## src/rtl/alu_pkg.sv

```systemverilog
// Shared opcode constants, FSM state encoding and default widths for the ALU
// execution path.
package alu_pkg;

  localparam int unsigned DATA_W_DEF = 32;
  localparam int unsigned REG_AW_DEF = 4;
  localparam int unsigned OP_W_DEF   = 4;

  typedef enum logic [3:0] {
    OP_ADD = 4'd0,
    OP_SUB = 4'd1,
    OP_AND = 4'd2,
    OP_OR  = 4'd3,
    OP_XOR = 4'd4,
    OP_SL  = 4'd5,
    OP_SRL = 4'd6,
    OP_SRA = 4'd7
  } alu_op_e;

  localparam int unsigned OP_LAST = 32'(OP_SRA);

  typedef enum logic [1:0] {
    ST_IDLE = 2'd0,
    ST_READ = 2'd1,
    ST_EXEC = 2'd2,
    ST_WB   = 2'd3
  } exec_state_e;

endpackage

```

## src/rtl/alu_op_check.sv

```systemverilog
// Combinational opcode legality decode: anything above OP_LAST is illegal.
module alu_op_check
  import alu_pkg::*;
#(
  parameter int unsigned OP_W = OP_W_DEF
) (
  input  logic [OP_W-1:0] op,
  output logic            legal
);

  assign legal = (32'(op) <= OP_LAST);

endmodule

```

## src/rtl/alu_exec_ctrl.sv

```systemverilog
// Four-state read/execute/write-back sequencer for one reg-reg ALU instruction.
// Optional ALU_STATUS_FLAGS_EN adds registered flag_z / flag_n outputs.
module alu_exec_ctrl
  import alu_pkg::*;
#(
  parameter int unsigned DATA_W = DATA_W_DEF,
  parameter int unsigned REG_AW = REG_AW_DEF,
  parameter int unsigned OP_W   = OP_W_DEF
) (
  input  logic              clk,
  input  logic              rst,
  input  logic              instr_valid,
  output logic              instr_ready,
  input  logic [OP_W-1:0]   instr_op,
  input  logic [REG_AW-1:0] instr_rs1,
  input  logic [REG_AW-1:0] instr_rs2,
  input  logic [REG_AW-1:0] instr_rd,
  output logic [REG_AW-1:0] rb_read_reg1,
  output logic [REG_AW-1:0] rb_read_reg2,
  input  logic [DATA_W-1:0] rb_data_out1,
  input  logic [DATA_W-1:0] rb_data_out2,
  output logic [REG_AW-1:0] rb_write_reg,
  output logic [DATA_W-1:0] rb_write_data,
  output logic              rb_write_enable,
  output logic [DATA_W-1:0] alu_a,
  output logic [DATA_W-1:0] alu_b,
  output logic [OP_W-1:0]   alu_opcode,
  input  logic [DATA_W-1:0] alu_result,
  output logic              done,
  output logic [REG_AW-1:0] done_rd,
  output logic [DATA_W-1:0] done_result,
`ifdef ALU_STATUS_FLAGS_EN
  output logic              flag_z,
  output logic              flag_n,
`endif
  output logic              illegal
);

  exec_state_e       state, state_nxt;
  logic [OP_W-1:0]   op_q;
  logic [REG_AW-1:0] rs1_q, rs2_q, rd_q;
  logic [DATA_W-1:0] opa_q, opb_q, result_q;
  logic              op_legal;

  alu_op_check #(.OP_W(OP_W)) u_op_check (
    .op    (op_q),
    .legal (op_legal)
  );

  always_ff @(posedge clk) begin
    if (rst) begin
      state    <= ST_IDLE;
      op_q     <= '0;
      rs1_q    <= '0;
      rs2_q    <= '0;
      rd_q     <= '0;
      opa_q    <= '0;
      opb_q    <= '0;
      result_q <= '0;
`ifdef ALU_STATUS_FLAGS_EN
      flag_z   <= 1'b0;
      flag_n   <= 1'b0;
`endif
    end else begin
      state <= state_nxt;
      if (state == ST_IDLE && instr_valid) begin
        op_q  <= instr_op;
        rs1_q <= instr_rs1;
        rs2_q <= instr_rs2;
        rd_q  <= instr_rd;
      end
      // Operands are frozen here, so rd aliasing rs1/rs2 cannot corrupt them.
      if (state == ST_READ) begin
        opa_q <= rb_data_out1;
        opb_q <= rb_data_out2;
      end
      if (state == ST_EXEC) begin
        result_q <= alu_result;
      end
`ifdef ALU_STATUS_FLAGS_EN
      if (state == ST_WB && op_legal) begin
        flag_z <= (result_q == '0);
        flag_n <= result_q[DATA_W-1];
      end
`endif
    end
  end

  always_comb begin
    state_nxt       = state;
    instr_ready     = 1'b0;
    rb_write_enable = 1'b0;
    done            = 1'b0;
    illegal         = 1'b0;
    case (state)
      ST_IDLE: begin
        instr_ready = 1'b1;
        if (instr_valid) state_nxt = ST_READ;
      end
      ST_READ: state_nxt = ST_EXEC;
      ST_EXEC: state_nxt = ST_WB;
      ST_WB: begin
        rb_write_enable = op_legal;
        done            = 1'b1;
        illegal         = ~op_legal;
        state_nxt       = ST_IDLE;
      end
      default: state_nxt = ST_IDLE;
    endcase
  end

  // Address/data outputs come straight from the latched registers and
  // therefore hold their last value outside their active state.
  assign rb_read_reg1  = rs1_q;
  assign rb_read_reg2  = rs2_q;
  assign alu_a         = opa_q;
  assign alu_b         = opb_q;
  assign alu_opcode    = op_q;
  assign rb_write_reg  = rd_q;
  assign rb_write_data = result_q;
  assign done_rd       = rd_q;
  assign done_result   = result_q;

endmodule

```

## config.mk

```make
export PLATFORM = sky130hd
export DESIGN_NAME = alu_exec_ctrl
export DESIGN_NICKNAME = d
export VERILOG_FILES = /design/src/rtl/alu_pkg.sv /design/src/rtl/alu_op_check.sv /design/src/rtl/alu_exec_ctrl.sv
export SDC_FILE = /design/constraint.sdc
export NUM_CORES = 1
export LEC_CHECK = 0
export ABC_AREA = 1
export BUFFER_PORTS_ARGS = -buffer_cell sky130_fd_sc_hd__buf_2
export CAP_MARGIN = 40
export CORE_AREA = 2 2 104 106
export CTS_CLUSTER_SIZE = 30
export DETAILED_ROUTE_END_ITERATION = 12
export DIE_AREA = 0 0 106 108
export PLACE_DENSITY = 0.75
export SLEW_MARGIN = 0
export SYNTH_ARGS = -nofsm -noshare
export SYNTH_HDL_FRONTEND = slang
export SYNTH_SLANG_ARGS = --single-unit
```

## constraint.sdc

```tcl
create_clock -name clk -period 2.1 [get_ports clk]
set_clock_uncertainty 0.05 [all_clocks]
set_input_delay 0.105 -clock clk [delete_from_list [all_inputs] [get_ports clk]]
set_output_delay 0.105 -clock clk [all_outputs]
set_load 0.01 [all_outputs]
```

==> out/results.ini <==
[outcome]
status = finished, final reports clean

[synth]
synth_top_area_share = 0.529
synthXorXnorAreaFrac = 0
yosysWarnings = 0
synth.area.top_cells = dfxtp_1 53%, nor2_1 17%, o21ai_0 11%
synth_top_family_by_area = simple AND/OR/NAND/NOR gates
synth_cells = 550
synth_compound_area_frac = 0.130
synth_simple_gate_area_frac = 0.212
yosysSeqAreaShare = 0.529
synthAdderAreaFrac = 0.0145
syn_avg_cell_area_um2 = 7.84
synthMuxAreaShare = 0
syn_nets = 670
netlist-cell-type-count = 16
synth-seq-cells = 114
yosysTopAreaCell = dfxtp_1
synthesis.area_mm2 = 0.00431

[sta]
max_freq_mhz = 517
fin_setup_tns_ps = 0
tightestPinTransition_ps = 758
finalSetupViolations = 0
slew_headroom = 0.495
slew_violations = 0
fin_crit_ps = 1930
grt_setup_unrepaired = no
finalHoldViolCount = 0
period_share = 0.921

[finish]
final_common_cell = buf_2
drive_above_1_share = 0.336
layout.cells.non_filler = 1047
fin_nets = 1017
mostFrequentLayoutCells = 266 x buf_2, 198 x nor2_1, 129 x dlygate4sd3_1
area_growth_pct = 68.6
multi_input_area_mm2 = 0.00154
fillCellCount = 703
regArea_mm2 = 0.00228

[detailed_routing]
routed-via-count = 5170
wire_per_inst_um = 15.3
ant_nets = 0
wl_mm = 16.1
first_pass_iters = 5
drcViolationCount = 0
drtIter0Drc = 366
vias_per_cell = 4.94

[floorplanning]
start_util = 0.421
rows = 37
die_h_um = 108
die_area_mm2 = 0.0114
die_x_um = 106
ios = 267
core_area_mm2 = 0.0102

[placement]
placedCellCount = 885
dp_hpwl_mm = 8.33
place_congestion = 0.777
io_buffers = 266

[clock_network]
clk_latency_ps = 510
clk_pin_slew_ps = 60
clock_path_buffers = 2
cts_root_buffer = clkbuf_8
post-cts-setup-buffers = 0
cts_tree = done
cts-htree-levels = 4
cts.sinks = 114
cts-buffers-inserted = 17

[pwr]
seqPwrFrac = 0.351
p_leak_nw = 3.75
switching_share = 0.377
p_int_mw = 6.01
power_switching_mw = 3.64
clock_power_share = 0.280
ir_drop_uv = 746
pwr_density_cell_mw_per_mm2 = 1330
p_comb_frac = 0.369
power_mw = 9.65

[critical_path]
worstSetupPathType = reg -> reg
cp-start-kind = flop
end_kind = flop
crit_required_ps = 2480
cp-startpoint = state[0]
r2r_start = state[0]
rrSetupSlack_ps = 170
crit_fanout = 20
arrival_ps = 2320

[global_route]
grt_util_all_layers = 0.272
grt_max_degree = 99
grt_pass1_vias = 5057
grt_pass1_wl_mm = 24.4
overflow = 0
antenna_found_initial = 0

[worst_hold_path]
worst_hold_startpoint = instr_valid
hold_class = in -> reg

[job]
drv_cap = 0

## final cells by class
type	count	share of cell area
multi-input cells	354	0.212
clock inverters	14	0.0193
inverters	10	0.00551
diodes	1	0.000344
flip-flops and latches	114	0.314
repair buffers	400	0.368
well taps	136	0.0234
clock buffers	18	0.0575
## Yosys cell counts
cell,count
inv_2,1
buf_4,39
buf_2,10
buf_6,3
a21oi_1,16
inv_4,1
clkbuf_2,1
inv_1,8
o21ai_1,1
nand2_1,21
dfxtp_1,114
nor2_1,198
clkbuf_1,19
ha_1,5
o21ai_0,95
nand3_1,18
## final timing paths
| check | end | cells after the start |
|---|---|---|
| worst max-delay path | alu_opcode[3] | 6 |
| worst max register to register | alu_opcode[3] | 6 |
| worst min register to register | alu_opcode[1] | 2 |
| worst min-delay path | state[0] | 5 |
## layer usage
layer	share of wire	GRT usage
met1	0.38	0.286
met2	0.50	0.476
met3	0.084	0.0970
met4	0.045	0.148
met5	0	0
## what timing repair did
action                                 CTS  global route
endpoints found under the hold margin  112             0
gates resized for setup                  0             1
setup endpoints to repair                0             2
hold buffers                           129             0
## stage by stage
| step | setup WS, ps | cell area [µm²] | hold slack (ps) | utilization |
|---|---|---|---|---|
| 3_3_place_gp | 425 | 5390 | 276 | 0.527 |
| 5_1_grt | 56.4 | 7260 | 117 | 0.710 |
| 2_1_floorplan | 779 | 4310 | 190 | - |
| 3_5_place_dp | 528 | 5410 | 282 | 0.529 |
| 4_1_cts | 52.6 | 7260 | 61.1 | 0.710 |
| 6_report | 166 | 7270 | 105 | 0.710 |
## power groups by stage
stage	clock network [mW]	registers [mW]	logic, mW
final	2.70	3.38	3.56
after detailed placement	0	3.35	3.18
after global placement	0	3.33	3.08
after CTS	2.75	3.34	3.43
after floorplan	0	3.68	1.74
after global routing	2.86	3.45	3.89
## cell families after synthesis
kind of cell	after synthesis
and+or+nand+nor	237
adders and majority gates	5
DFF	114
AOI/OAI and AO/OA	112
buffers and inverters	82
## state kept, by name, summed over array words and instances, names as in the netlist
name	flops
rb_read_reg2	4
alu_a	32
alu_opcode	4
alu_b	32
state	2
done_result	32
rb_read_reg1	4
done_rd	4
## worst max-delay path: stages, from the launching register on
cell           delay (ps)
dfxtp_1               330
inv_1                 130
ha_1                  200
buf_4                 260
nand3_1               110
dlygate4sd3_1         590
a21oi_1               180
Note: power is estimated with default switching activity, not from simulation.
